**config.mk**
```make
export PLATFORM = sky130hd
export DESIGN_NAME = tpram_rd_streamer
export DESIGN_NICKNAME = d
export VERILOG_FILES = /design/src/rtl/tpram_rd_streamer_pkg.sv /design/src/rtl/tpram_rd_fifo.sv /design/src/rtl/tpram_rd_streamer.sv
export SDC_FILE = /design/constraint.sdc
export NUM_CORES = 1
export LEC_CHECK = 0
export BUFFER_PORTS_ARGS = -buffer_cell sky130_fd_sc_hd__buf_2
export CAP_MARGIN = 0
export CORE_UTILIZATION = 35
export CTS_BUF_LIST = sky130_fd_sc_hd__clkbuf_16
export CTS_CLUSTER_SIZE = 10
export DETAILED_ROUTE_END_ITERATION = 10
export GPL_TIMING_DRIVEN = 0
export PLACE_DENSITY = 0.59
export REMOVE_ABC_BUFFERS = 1
export SYNTH_ARGS = -nofsm -noshare
export SYNTH_HDL_FRONTEND = slang
export SYNTH_SLANG_ARGS = --single-unit
```
**constraint.sdc**
```tcl
create_clock -name EFPGA_TPRAM_R_CLK -period 3 [get_ports EFPGA_TPRAM_R_CLK]
set_input_delay 0.75 -clock EFPGA_TPRAM_R_CLK [delete_from_list [all_inputs] [get_ports EFPGA_TPRAM_R_CLK]]
set_output_delay 0.75 -clock EFPGA_TPRAM_R_CLK [all_outputs]
set_load 0.03 [all_outputs]
```
**src/rtl/tpram_rd_streamer_pkg.sv**
```systemverilog
// tpram_pkg
// Shared definitions for the TPRAM read streamer: wrapper read-mode
// encodings, the streamer state type, and small helpers that turn a mode
// into an address step, an address alignment and an element width.
// No ports (package).

package tpram_pkg;

    // Read-mode encodings understood by the TPRAM wrapper read port.
    localparam logic [1:0] DWORD = 2'b00;
    localparam logic [1:0] WORD  = 2'b01;
    localparam logic [1:0] BYTE  = 2'b10;
    localparam logic [1:0] RESV  = 2'b11;

    typedef enum logic [1:0] {
        IDLE  = 2'd0,
        RUN   = 2'd1,
        DRAIN = 2'd2
    } state_e;

    // RESV must never reach the wrapper: it asynchronously clears the
    // wrapper's lane-select register, so it is folded onto DWORD.
    function automatic logic [1:0] map_mode(input logic [1:0] mode);
        return (mode == RESV) ? DWORD : mode;
    endfunction

    // Bytes consumed per read.
    function automatic logic [2:0] step_size(input logic [1:0] mode);
        case (mode)
            BYTE:    return 3'd1;
            WORD:    return 3'd2;
            default: return 3'd4;
        endcase
    endfunction

    // Clears the address bits below the element size.
    function automatic logic [11:0] align_addr(input logic [1:0] mode,
                                               input logic [11:0] addr);
        case (mode)
            BYTE:    return addr;
            WORD:    return {addr[11:1], 1'b0};
            default: return {addr[11:2], 2'b00};
        endcase
    endfunction

    // The wrapper already rotates the element into the low lanes; only the
    // unused upper lanes need clearing.
    function automatic logic [31:0] widen(input logic [1:0] mode,
                                          input logic [31:0] data);
        case (mode)
            BYTE:    return {24'h0, data[7:0]};
            WORD:    return {16'h0, data[15:0]};
            default: return data;
        endcase
    endfunction

endpackage

```
**src/rtl/tpram_rd_fifo.sv**
```systemverilog
// tpram_rd_fifo
// Small synchronous FIFO holding streamed elements (data + last flag).
// Flush has priority over push and pop and empties the FIFO in one edge.
// Ports:
//   clk_i, rst_ni  clock, synchronous active-low reset
//   flush_i        discard all entries
//   push_i/wdata_i write one entry
//   pop_i          remove the head entry
//   rdata_o        head entry (valid when !empty_o)
//   count_o        current occupancy
//   full_o/empty_o occupancy flags

module tpram_rd_fifo #(
    parameter int DEPTH = 2,
    parameter int WIDTH = 33,
    parameter int CNT_W = $clog2(DEPTH + 1)
) (
    input  logic             clk_i,
    input  logic             rst_ni,
    input  logic             flush_i,
    input  logic             push_i,
    input  logic [WIDTH-1:0] wdata_i,
    input  logic             pop_i,
    output logic [WIDTH-1:0] rdata_o,
    output logic [CNT_W-1:0] count_o,
    output logic             full_o,
    output logic             empty_o
);

    localparam int PTR_W = $clog2(DEPTH);

    logic [WIDTH-1:0] mem_q [DEPTH];
    logic [PTR_W-1:0] wr_ptr_q, wr_ptr_d;
    logic [PTR_W-1:0] rd_ptr_q, rd_ptr_d;
    logic [CNT_W-1:0] count_q, count_d;
    logic             do_push;
    logic             do_pop;

    // Pointers wrap explicitly so DEPTH need not be a power of two.
    function automatic logic [PTR_W-1:0] ptr_inc(input logic [PTR_W-1:0] p);
        return (p == PTR_W'(DEPTH - 1)) ? '0 : p + PTR_W'(1);
    endfunction

    assign full_o  = (count_q == CNT_W'(DEPTH));
    assign empty_o = (count_q == '0);
    assign count_o = count_q;
    assign rdata_o = mem_q[rd_ptr_q];

    // A push into a full FIFO is only accepted when a pop frees a slot on
    // the same edge.
    assign do_pop  = pop_i && !empty_o && !flush_i;
    assign do_push = push_i && (!full_o || do_pop) && !flush_i;

    always_comb begin
        wr_ptr_d = wr_ptr_q;
        rd_ptr_d = rd_ptr_q;
        count_d  = count_q;
        if (flush_i) begin
            wr_ptr_d = '0;
            rd_ptr_d = '0;
            count_d  = '0;
        end else begin
            if (do_push) wr_ptr_d = ptr_inc(wr_ptr_q);
            if (do_pop)  rd_ptr_d = ptr_inc(rd_ptr_q);
            case ({do_push, do_pop})
                2'b10:   count_d = count_q + CNT_W'(1);
                2'b01:   count_d = count_q - CNT_W'(1);
                default: count_d = count_q;
            endcase
        end
    end

    always_ff @(posedge clk_i) begin
        if (!rst_ni) begin
            wr_ptr_q <= '0;
            rd_ptr_q <= '0;
            count_q  <= '0;
        end else begin
            wr_ptr_q <= wr_ptr_d;
            rd_ptr_q <= rd_ptr_d;
            count_q  <= count_d;
        end
    end

    always_ff @(posedge clk_i) begin
        if (do_push) mem_q[wr_ptr_q] <= wdata_i;
    end

endmodule

```
**src/rtl/tpram_rd_streamer.sv**
```systemverilog
// tpram_rd_streamer
// Read-side initiator for the eFPGA TPRAM wrapper. Takes one command
// (base byte address, element count, mode), walks the wrapper's 12-bit
// byte-addressed read port, and streams zero-extended elements out on a
// valid/ready interface with a last flag.
// Ports:
//   EFPGA_TPRAM_R_CLK, EFPGA_RST_N   clock, synchronous active-low reset
//   CMD_VALID/CMD_READY/CMD_ADDR/CMD_LEN/CMD_MODE  command handshake
//   ABORT                            cancel the running command
//   EFPGA_TPRAM_R_ADDR/_R_MODE       wrapper read address and mode
//   TPRAM_EFPGA_R_DATA               rotated read data (one cycle latency)
//   DOUT_VALID/READY/DATA/LAST       element stream
//   BUSY, DONE                       status; DONE pulses on normal completion

module tpram_rd_streamer
    import tpram_pkg::*;
#(
    parameter int FIFO_DEPTH = 2,
    parameter int LEN_W      = 13
) (
    input  logic             EFPGA_TPRAM_R_CLK,
    input  logic             EFPGA_RST_N,
    input  logic             CMD_VALID,
    output logic             CMD_READY,
    input  logic [11:0]      CMD_ADDR,
    input  logic [LEN_W-1:0] CMD_LEN,
    input  logic [1:0]       CMD_MODE,
    input  logic             ABORT,
    output logic [11:0]      EFPGA_TPRAM_R_ADDR,
    output logic [1:0]       EFPGA_TPRAM_R_MODE,
    input  logic [31:0]      TPRAM_EFPGA_R_DATA,
    output logic             DOUT_VALID,
    input  logic             DOUT_READY,
    output logic [31:0]      DOUT_DATA,
    output logic             DOUT_LAST,
    output logic             BUSY,
    output logic             DONE
);

    localparam int CNT_W = $clog2(FIFO_DEPTH + 1);
    localparam int OCC_W = CNT_W + 1;

    state_e           state_q, state_d;
    logic [11:0]      addr_q, addr_d;
    logic [1:0]       mode_q, mode_d;
    logic [LEN_W-1:0] remaining_q, remaining_d;
    logic             inflight_q, inflight_d;
    logic             inflight_last_q, inflight_last_d;

    logic             abort_active;
    logic             fifo_push, fifo_pop;
    logic [32:0]      fifo_rdata;
    logic [CNT_W-1:0] fifo_count;
    logic             fifo_full, fifo_empty;
    logic [OCC_W-1:0] occ_after;
    logic             issue;

    assign abort_active = ABORT && (state_q != IDLE);
    assign fifo_pop     = DOUT_VALID && DOUT_READY && !abort_active;
    assign fifo_push    = inflight_q && !abort_active;

    // Occupancy once this edge settles, counting the read already in flight;
    // a new read may only go out if its data is guaranteed a slot.
    assign occ_after = {1'b0, fifo_count} + OCC_W'(inflight_q) - OCC_W'(fifo_pop);
    assign issue     = (state_q == RUN) && (remaining_q != '0) && !abort_active
                       && (occ_after < OCC_W'(FIFO_DEPTH));

    tpram_rd_fifo #(
        .DEPTH (FIFO_DEPTH),
        .WIDTH (33),
        .CNT_W (CNT_W)
    ) u_fifo (
        .clk_i   (EFPGA_TPRAM_R_CLK),
        .rst_ni  (EFPGA_RST_N),
        .flush_i (abort_active),
        .push_i  (fifo_push),
        .wdata_i ({inflight_last_q, widen(mode_q, TPRAM_EFPGA_R_DATA)}),
        .pop_i   (fifo_pop),
        .rdata_o (fifo_rdata),
        .count_o (fifo_count),
        .full_o  (fifo_full),
        .empty_o (fifo_empty)
    );

    // Next-state logic: command capture, read issue and completion.
    always_comb begin
        state_d         = state_q;
        addr_d          = addr_q;
        mode_d          = mode_q;
        remaining_d     = remaining_q;
        inflight_d      = 1'b0;
        inflight_last_d = 1'b0;
        DONE            = 1'b0;

        case (state_q)
            IDLE: begin
                if (CMD_VALID) begin
                    mode_d      = map_mode(CMD_MODE);
                    addr_d      = align_addr(map_mode(CMD_MODE), CMD_ADDR);
                    remaining_d = CMD_LEN;
                    // An empty command completes through DRAIN with nothing to wait for.
                    state_d     = (CMD_LEN == '0) ? DRAIN : RUN;
                end
            end
            RUN: begin
                if (abort_active) begin
                    state_d     = IDLE;
                    remaining_d = '0;
                end else if (issue) begin
                    addr_d          = addr_q + {9'd0, step_size(mode_q)};
                    remaining_d     = remaining_q - LEN_W'(1);
                    inflight_d      = 1'b1;
                    inflight_last_d = (remaining_q == LEN_W'(1));
                    if (remaining_q == LEN_W'(1)) state_d = DRAIN;
                end
            end
            DRAIN: begin
                if (abort_active) begin
                    state_d = IDLE;
                end else if (fifo_empty && !inflight_q) begin
                    state_d = IDLE;
                    DONE    = 1'b1;
                end
            end
            default: state_d = IDLE;
        endcase
    end

    always_ff @(posedge EFPGA_TPRAM_R_CLK) begin
        if (!EFPGA_RST_N) begin
            state_q         <= IDLE;
            addr_q          <= '0;
            mode_q          <= DWORD;
            remaining_q     <= '0;
            inflight_q      <= 1'b0;
            inflight_last_q <= 1'b0;
        end else begin
            state_q         <= state_d;
            addr_q          <= addr_d;
            mode_q          <= mode_d;
            remaining_q     <= remaining_d;
            inflight_q      <= inflight_d;
            inflight_last_q <= inflight_last_d;
        end
    end

    assign CMD_READY          = (state_q == IDLE);
    assign BUSY               = (state_q != IDLE);
    assign EFPGA_TPRAM_R_ADDR = addr_q;
    assign EFPGA_TPRAM_R_MODE = mode_q;
    assign DOUT_VALID         = !fifo_empty;
    // Stale entries left behind by a flush are masked so an idle stream reads as zero.
    assign DOUT_DATA          = fifo_empty ? 32'h0 : fifo_rdata[31:0];
    assign DOUT_LAST          = !fifo_empty && fifo_rdata[32];

    // The issue rule reserves a slot for every read in flight.
    assert property (@(posedge EFPGA_TPRAM_R_CLK) disable iff (!EFPGA_RST_N)
                     !(fifo_push && fifo_full && !fifo_pop));

endmodule

```
* Word-level counts from Yosys, hierarchy flattened
Memories as Yosys holds them, arrays and structs flattened. A register that Yosys moved wholly into a read port is not among the register bits.
Index checks and enable logic that the tools add are counted.
** Cells by class
- Reductions and logical operators :: 32
- Eq/ne operators :: 17
- Magnitude comparators :: 1
- $add $sub $neg :: 8
- Bitwise logic cells :: 3
- Mux-type cells :: 35
** Operators with widths (number)
- $pmux 32 s2 :: 1
- $mux 13 :: 3
- $mux 12 :: 3
- $mux 32 :: 1
- $pmux 13 s2 :: 1
- $pmux 12 s2 :: 1
- $mux 2 :: 8
- $eq 13x1->1 const B :: 1
- $logic_and 1x1->1 :: 13
- $logic_not 13->1 :: 1
- $reduce_bool 13->1 :: 1
- $sub 13x1->13 const B :: 1
- $add 12x3->12 :: 1
- $eq 2x2->1 const B :: 6
- $mux 1 :: 10
- $mux 3 :: 3
- $eq 2x1->1 const B :: 4
- $pmux 2 s2 :: 2
- $reduce_and 4->1 :: 2
- $ne 2x2->1 const B :: 3
- $ne 3x2->1 const B :: 2
- $pmux 2 s3 :: 1
- $pmux 3 s2 :: 1
- $reduce_bool 2->1 :: 3
- other kinds (16) :: 23
** Storage, ports and cells
- Memory bits (writable) :: 66
- Input port bits :: 64
- Register bits :: 35
- Memories :: 1
- Output and inout bits :: 51
** Memory list
- u_fifo.mem_q :: depth 2, width 33, rd ports 1, clocked after memory_dff 1, wr ports 1, RTL line tpram_rd_fifo.sv:32 : logic [WIDTH-1:0] mem_q [DEPTH];

* Longest topological paths before layout
Gate-level depths: netlist of run 1.
- Word-level depth :: 14
- Depth in mapped cells :: 14
- Mapped depth without buffers :: 12

* Hierarchy
A second synthesis of run 1 with hierarchy kept.
** Unflattened totals
- Cell total of the unflattened synthesis :: 480
- Area total of the unflattened synthesis :: 5180.0 sq um
** Modules (own cells, without submodules)
- tpram_rd_fifo :: area an instance 2613.8 sq um, cells each 132, instances 1
- tpram_rd_streamer :: area an instance 2566.2 sq um, cells each 348, instances 1

* Worst setup path before layout of run 1
Ideal clock, no wire load.
- Path kind :: flip-flop to flip-flop
- From :: reg state_q[0]
- To :: reg state_q[1]
- Arrival :: 3.490 ns
- Period minus slack after synthesis :: 3.548 ns
- Stages on the path, launching flop included :: 13
- Path slack :: -0.548 ns
- Library setup time :: 0.058 ns
- Path through :: dfxtp_1 -> buf_2 -> nor2_1 -> inv_1 -> a21oi_1 -> ha_1 -> nand2b_1 -> fa_1 -> xnor2_1 -> nand2_1 -> or4b_1 -> a21oi_1 -> o221a_2
** RTL lines
- start: declaration :: RTL line tpram_rd_streamer.sv:43 : state_e state_q, state_d;
- start signal: assignment :: RTL line tpram_rd_streamer.sv:138 : state_q <= state_d;
- $logic_not 2->1 *
- via CMD_READY :: RTL line tpram_rd_streamer.sv:24 : output logic CMD_READY,
- $ne 2x2->1 (no line)
- $reduce_and 4->1 (no line)
The timed path passes the listed nets; every way through them passes the cells marked *.
A chain may end at the register's enable or synchronous reset.

* Final worst setup path of run 1
- From :: reg u_fifo.count_q[1], in the netlist u_fifo.count_o[1]
- To :: reg state_q[1]
** On the way
- Cells in the longest elaborated chain, start to end :: 9
** RTL lines
- start: declaration :: RTL line tpram_rd_fifo.sv:35 : logic [CNT_W-1:0] count_q, count_d;
- start signal: assignment :: RTL line tpram_rd_fifo.sv:81 : count_q <= count_d;
- $logic_not 2->1 :: RTL line tpram_rd_fifo.sv:45 : assign empty_o = (count_q == '0);
- $logic_not 1->1 :: RTL line tpram_rd_streamer.sv:151 : assign DOUT_VALID = !fifo_empty;
- $logic_and 1x1->1 (2 in a row) :: RTL line tpram_rd_streamer.sv:59 : assign fifo_pop = DOUT_VALID && DOUT_READY && !abort_active;
- $sub 3x1->3 :: RTL line tpram_rd_streamer.sv:64 : assign occ_after = {1'b0, fifo_count} + OCC_W'(inflight_q) - OCC_W'(fifo_pop);
- $lt 3x2->1 :: RTL line tpram_rd_streamer.sv:66 : && (occ_after < OCC_W'(FIFO_DEPTH));
- $logic_and 1x1->1 :: RTL line tpram_rd_streamer.sv:66
- $ne 3x2->1 (no line)
- $reduce_and 4->1 (no line) *
Every way passes the cells marked *; elsewhere a longest branch is shown, timed or not.

==> results of run 1 <==
-- synth_stat cells (6+ instances only) --
cell type / instances
edfxtp_1: 66
mux2i_1: 33
nand3_1: 9
nor2b_1: 11
nand2_1: 26
o221a_2: 6
nor2_1: 76
dfxtp_1: 36
inv_1: 16
o21ai_0: 15
a31oi_1: 10
nor3_1: 10
and2_1: 18
ha_1: 15
a21oi_1: 21
clkbuf_1: 20
-- cell families (layout without fill, tap and decap cells) --
group | Yosys count | in the layout | synth area share, %
AOI/OAI and AO/OA | 90 | 90 | 12.5
xor gates and xnor gates | 10 | 10 | 1.73
adders and majority gates | 17 | 17 | 4.49
buffers and inverters | 44 | 155 | 3.53
DFF | 102 | 102 | 53.3
muxes | 33 | 33 | 6.51
and+or+nand+nor | 183 | 184 | 18.0
-- layer usage --
| metal | GRT usage (%) | share of wire [%] | up-vias |
|---|---|---|---|
| met5 | 0 | 0 | - |
| met4 | 5.34 | 0.57 | 0 |
| met3 | 5.20 | 6.8 | 7 |
| met2 | 28.2 | 48 | 139 |
| met1 | 22.0 | 44 | 1944 |
| li1 | - | - | 1963 |
-- worst reg2reg max path, stage by stage, from the launching register on --
cell and delay (ns):
dfxtp_4 0.35, nor2_4 0.11, inv_1 0.07, nand2_1 0.13
a21oi_1 0.06, ha_1 0.27, nand2b_1 0.16, fa_1 0.41
xnor2_2 0.17, nand2_2 0.15, or4b_4 0.56, a21oi_1 0.18
o221a_2 0.20
-- sequential cells by signal (all words and copies together), names as in the netlist, named ones only --
| register | cells |
|---|---|
| EFPGA_TPRAM_R_ADDR | 12 |
| EFPGA_TPRAM_R_MODE | 2 |
| inflight_last_q | 1 |
| inflight_q | 1 |
| remaining_q | 13 |
| state_q | 2 |
| u_fifo.count_o | 2 |
| u_fifo.mem_q | 66 |
| u_fifo.rd_ptr_q | 1 |
| u_fifo.wr_ptr_q | 1 |
-- layout by cell type, fill, tap and decap left out, types with 9 or more instances in the layout --
master,instances
edfxtp_1,66
dfxtp_1,31
nand2_1,25
ha_1,15
nor2b_1,10
a21oi_1,21
nor3_1,10
o21ai_0,15
clkbuf_16,9
and2_1,18
buf_2,114
mux2i_1,33
inv_1,17
a31oi_1,10
nor2_1,71
nand3_1,9
-- worst min-delay path by stage --
stage | start | end | slack [ns] | depth (start not counted)
after floorplan | inflight_last_q$_SDFF_PP0_ | u_fifo.mem_q[0][32]$_DFFE_PP_ | 0.40 | 0
final | inflight_last_q$_SDFF_PP0_ | u_fifo.mem_q[0][32]$_DFFE_PP_ | 0.43 | 0
after CTS | inflight_last_q$_SDFF_PP0_ | u_fifo.mem_q[0][32]$_DFFE_PP_ | 0.43 | 0
after global placement | inflight_last_q$_SDFF_PP0_ | u_fifo.mem_q[0][32]$_DFFE_PP_ | 0.41 | 0
after global routing | inflight_last_q$_SDFF_PP0_ | u_fifo.mem_q[1][32]$_DFFE_PP_ | 0.45 | 0
after detailed placement | inflight_last_q$_SDFF_PP0_ | u_fifo.mem_q[0][32]$_DFFE_PP_ | 0.42 | 0
-- power by group --
group	total, mW	internal, mW	switching [mW]
sequential	1.69	1.59	0.100
clock	1.21	0.660	0.546
combinational	0.908	0.334	0.574
total	3.80	2.58	1.22
-- stage by stage --
step	std cells	setup TNS (ns)	area, sq um	power [mW]
floorplan	452	-33.86	4960	2.31
global placement	746	-158.73	5750	2.57
detailed placement	749	-23.70	5840	2.59
CTS	769	0	6210	3.84
global route	771	-0.0108	6240	4.00
finish	771	0	6240	3.80
-- repair_timing --
action | 4_1_cts | 5_1_grt
setup buffers | 3 | 2
cloned | 1 | 0
resized for setup | 10 | 6
pin swaps | 2 | 1
setup endpoints to repair | 29 | 17
-- cell type report --
class | count | area [sq um]
Clock buffer | 9 | 225
Clock inverter | 7 | 81.3
Fill cell | 1350 | 7740
Inverter | 17 | 63.8
Multi-Input combinational cell | 334 | 2270
Sequential cell | 102 | 2710
Tap cell | 180 | 225
Timing Repair Buffer | 122 | 668
==> metrics, run 1 <==
initial antenna violation count 0; Clock transition at path regs 0.07 ns; ANT nets after route 0; Residual DRC 0; async set-or-reset flop fraction in the synthesized netlist 0%; H-tree depth 3; CP most frequent cell a21oi_1; fraction of layout cells with a size suffix above 1 28.1%; Routed WL 12.5 mm; Fmax achieved 347 MHz; max_slew headroom 10.1%; Critical Path Source u_fifo.count_o[1]$_SDFFE_PP0P_; Yosys reg bits 102; period utilization 96.0%; Vias per Instance 5.26; syn avg cell area 10.6 sq um; outcome completed; WS Path Type reg2reg; CTS tree built; Synth-to-Final Area Change 23.1%; CP endpoint kind flip-flop; Final WS setup 0.120 ns; Synth Instances 479; Setup Viol. Count Final 0; share of the synthesized area in the top cell type 39.1%; post-detailed-route wirelength per cell 16.3 um; port bufs 114; ANT cells 0; required time of the worst setup path 3.29 ns; slowest cell on the critical path or4b_4; top cell type by total area after synthesis edfxtp_1; Post-DP HPWL 8.40 mm; clk sinks 102; die width 122 um; CTS Hold Bufs 0; top_reg_cell synth edfxtp_1; startpoint types flip-flop; MaxCap Viol Count 0; DRT iter0 DRCs 277; Leak 2.43 nW; CP peak stage delay 0.56 ns; core area 14,000 sq um; dpl ws -1.30 ns; synth warn 0; total gr overflow 0; r2r setup slk 0.12 ns; Slew @ Worst Pin 1.35 ns; post-layout min period 2.88 ns; Critical Path Stages 12; CP endpoint state_q[1]$_SDFFE_PN0P_; vias in the first global route 3,855; first-pass GRT wire length 19.7 mm; Worst Path Max Fanout 6; worst r2r path cells 12; worst skew pair latency 0.35 ns; WHS 0.435 ns; Post-synth EDFFs 66; root buffer cell clkbuf_16; largest net degree at the start of global routing 35; CP top delay family simple AND/OR/NAND/NOR gates; cell chain of the critical path nor2_4 -> inv_1 -> nand2_1 -> a21oi_1 -> ha_1 -> nand2b_1 -> fa_1 -> xnor2_2 -> nand2_2 -> or4b_4 -> a21oi_1 -> o221a_2; Placer Congestion 0.854; final net count 667; DR vias 4,053; Mapped Area 5070 sq um; all-layer global routing usage 17.3%; Buf/Inv on CP 1; Die Area 15,000 sq um; Initial Utilization 36.3%; CP Data Arrival Time 3.17 ns; Seq/Total Area, Yosys 53.3%; io pins 115; fin util 44.6%; Fin. Hold Viols 0; worst vdd ir 455 uV; Max Slew Vio Count 0; drt first pass iters 4; RR Endpoint state_q[1]$_SDFFE_PN0P_; Setup Skew 0.00689 ns; Cell Rows 43; die height 122 um; power density over the cells 609 nW/um^2; post-synthesis cell type count 59; dominant cells by area after synthesis edfxtp_1, dfxtp_1, mux2i_1; cts bufs inserted 9; FF-to-FF Start u_fifo.count_o[1]$_SDFFE_PP0P_; CTS max path bufs 2; Tightest Hold Check Type reg2reg
(Power assumes the default switching activity.)
==> inputs of run 2 (changes only) <==
--- a/config.mk
+++ b/config.mk
@@ -7,12 +7,12 @@
 export LEC_CHECK = 0
 export BUFFER_PORTS_ARGS = -buffer_cell sky130_fd_sc_hd__buf_2
 export CAP_MARGIN = 0
-export CORE_UTILIZATION = 35
+export CORE_UTILIZATION = 49
 export CTS_BUF_LIST = sky130_fd_sc_hd__clkbuf_16
 export CTS_CLUSTER_SIZE = 10
 export DETAILED_ROUTE_END_ITERATION = 10
 export GPL_TIMING_DRIVEN = 0
-export PLACE_DENSITY = 0.59
+export PLACE_DENSITY = 0.77
 export REMOVE_ABC_BUFFERS = 1
 export SYNTH_ARGS = -nofsm -noshare
 export SYNTH_HDL_FRONTEND = slang
==> run 2 against run 1 <==
Compared with the run above: clock skew grew 0.0034 ns; first-iteration DRC count shrank 14%; worst setup slack gained 0.016 ns; sequential power is essentially flat; non-clock buffer count grew 2; critical path depth shrank 1; count of clock-buffer cells in the layout is the same; sequential cell count is the same; worst hold slack is essentially flat; largest power group unchanged; cell count shrank 6.0%.
==> metrics, run 2 (synthesis results as in run 1) <==
outcome completed; sw power 1.22 mW (-0.11%); vias in the first global route 3,836 (-0.49%); CP Data Arrival Time 3.14 ns (-0.03 ns); DRT iter0 DRCs 237 (-14%); CP endpoint kind flip-flop; max_slew headroom 11.0% (+0.91 points); CTS max path bufs 2 (unchanged); commonest cells after routing, fill and taps aside buf_2, nor2_1, edfxtp_1; Tightest Hold Check Type reg2reg; r2r setup slk 0.14 ns (+0.02 ns); Setup TNS Final 0 ns (unchanged); Placer Congestion 0.872 (+2.2%); Int Power 2.52 mW (-2.5%); largest net degree at the start of global routing 35 (unchanged); Routed WL 11.5 mm (-8.3%); DR vias 4,110 (+1.4%); total gr overflow 0 (unchanged); die height 104 um (-15%); period utilization 95.5% (-0.53 points); Setup Viol. Count Final 0 (unchanged); Cell Rows 36 (-16%); worst skew pair latency 0.34 ns (about the same); Most flops, register u_fifo.mem_q; Pwr Total 3.74 mW (-1.7%); Setup Skew 0.0103 ns (+0.00341 ns); Fmax achieved 349 MHz (+0.55%); sw frac 32.6% (+0.53 points); final net count 668 (+0.15%); ANT cells 0 (unchanged); ANT nets after route 0 (unchanged); die width 104 um (-15%); initial antenna violation count 0 (unchanged); Vias per Instance 5.67 (+7.8%); cts bufs inserted 9 (unchanged); Max Slew Vio Count 0 (unchanged); H-tree depth 3 (unchanged); Flop pwr share 45.2% (+0.8 points); Comb power frac 24.7% (+0.8 points); Clock transition at path regs 0.07 ns (about the same); clock power share 30.1% (-1.6 points); met3 wire length 880 um (+2.7%); Slew @ Worst Pin 1.33 ns (-0.0163 ns); Synth-to-Final Area Change 21.8%; Leak 2.44 nW (+0.26%); fraction of layout cells with a size suffix above 1 28.2% (+0.12 points); wl on met1 4.98 mm (-10%); all-layer global routing usage 21.4% (+4.1 points); Final Cell Area 6180 sq um (-1.0%); power density over the cells 604 nW/um^2 (-0.73%); register area 2710 sq um (unchanged); most common cell after layout, fill and taps aside buf_2; WS Path Type reg2reg; startpoint types flip-flop; CTS Hold Bufs 0 (unchanged); Placement Cell Area 5770 sq um (-1.1%); worst vdd ir 390 uV (-14%); Die Area 10,800 sq um (-28%); required time of the worst setup path 3.28 ns (about the same); area of the multi-input gates 2270 sq um (+0.11%); Worst Path Max Fanout 10 (+4); io pins 115 (unchanged); core area 9910 sq um (-29%); Placed Instances 702 (-6.3%); CTS tree built; first-pass GRT wire length 18.6 mm (-5.6%); post-detailed-route wirelength per cell 15.9 um (-2.5%); drt first pass iters 5 (+1); post-route insts no fill 725 (-6.0%); DR WL met2 5.50 mm (-9.2%); port bufs 114 (unchanged); Fin. Hold Viols 0 (unchanged); number of flip-flops in the largest register 66 (unchanged); MaxCap Viol Count 0 (unchanged); Residual DRC 0 (unchanged); clk sinks 102 (unchanged); root buffer cell clkbuf_16; Top Layer Used met4; post-layout min period 2.86 ns (-0.0159 ns); Post-DP HPWL 7.73 mm (-8.0%); Initial Utilization 51.2% (+15 points); filler cell count 797 (-41%)
## run 2: changes by cell type in the layout (fill, tap and decap cells not counted), moves of 2 or more
cell | previous run | this run
buf_12 | 3 | 1
buf_4 | 5 | 7
inv_6 | 1 | 3
nor2_2 | 2 | 0
## run 2: worst paths after layout
| check | start | end | cells after the start |
|---|---|---|---|
| setup / recovery | state_q[1]$_SDFFE_PN0P_ | state_q[1]$_SDFFE_PN0P_ | 11 |
| hold / removal | inflight_last_q$_SDFF_PP0_ | u_fifo.mem_q[0][32]$_DFFE_PP_ | 0 |
| setup reg to reg | state_q[1]$_SDFFE_PN0P_ | state_q[1]$_SDFFE_PN0P_ | 11 |
| hold reg to reg | inflight_last_q$_SDFF_PP0_ | u_fifo.mem_q[0][32]$_DFFE_PP_ | 0 |
## run 2: area by class of cell
type | count | share of cell area, %
inverters | 17 | 1.03
clock buffers | 9 | 3.64
clock inverters | 7 | 0.992
multi-input cells | 333 | 36.7
flip-flops and latches | 102 | 43.9
well taps | 133 | 2.69
repair buffers | 124 | 11.0
## run 2: what timing repair did
| item | in CTS | in global routing |
|---|---|---|
| gates resized for setup | 9 | 10 |
| pin swaps | 2 | 3 |
| buffers inserted | 2 | 5 |
| endpoints found under the setup margin | 28 | 24 |
## run 2: worst max-delay path, cell delays in order (launching register included)
cell and delay (ns):
dfxtp_2 0.44, nor2_4 0.06, inv_1 0.14, a21oi_2 0.08, ha_1 0.26, nand2b_1 0.15, fa_1 0.41, xnor2_2 0.20
nand2_2 0.15, or4b_4 0.56, a21oi_1 0.17, o221a_2 0.19
## run 2: power groups by stage
| stage | clock (mW) | combinational [mW] | sequential, mW |
|---|---|---|---|
| 2_1_floorplan | 0 | 0.556 | 1.75 |
| 3_3_place_gp | 0 | 0.828 | 1.72 |
| 3_5_place_dp | 0 | 0.871 | 1.72 |
| 4_1_cts | 1.15 | 0.891 | 1.69 |
| 5_1_grt | 1.19 | 1.01 | 1.70 |
| 6_report | 1.12 | 0.924 | 1.69 |
## run 2: metrics by stage
stage	worst slack, ns	hold slack, ns	utilization, %
detailed placement	-1.01	0.418	58.3
floorplan	-1.38	0.404	-
global placement	-2.39	0.410	57.5
global route	-0.00508	0.454	62.4
CTS	0.0417	0.438	61.6
finish	0.136	0.434	62.4
## run 2: layer usage
metal  up-vias  global-route usage [%]
met1      1930                    29.0
li1       1967                       -
met4         0                    5.51
met5         -                       0
met3        19                    4.66
met2       194                    34.9
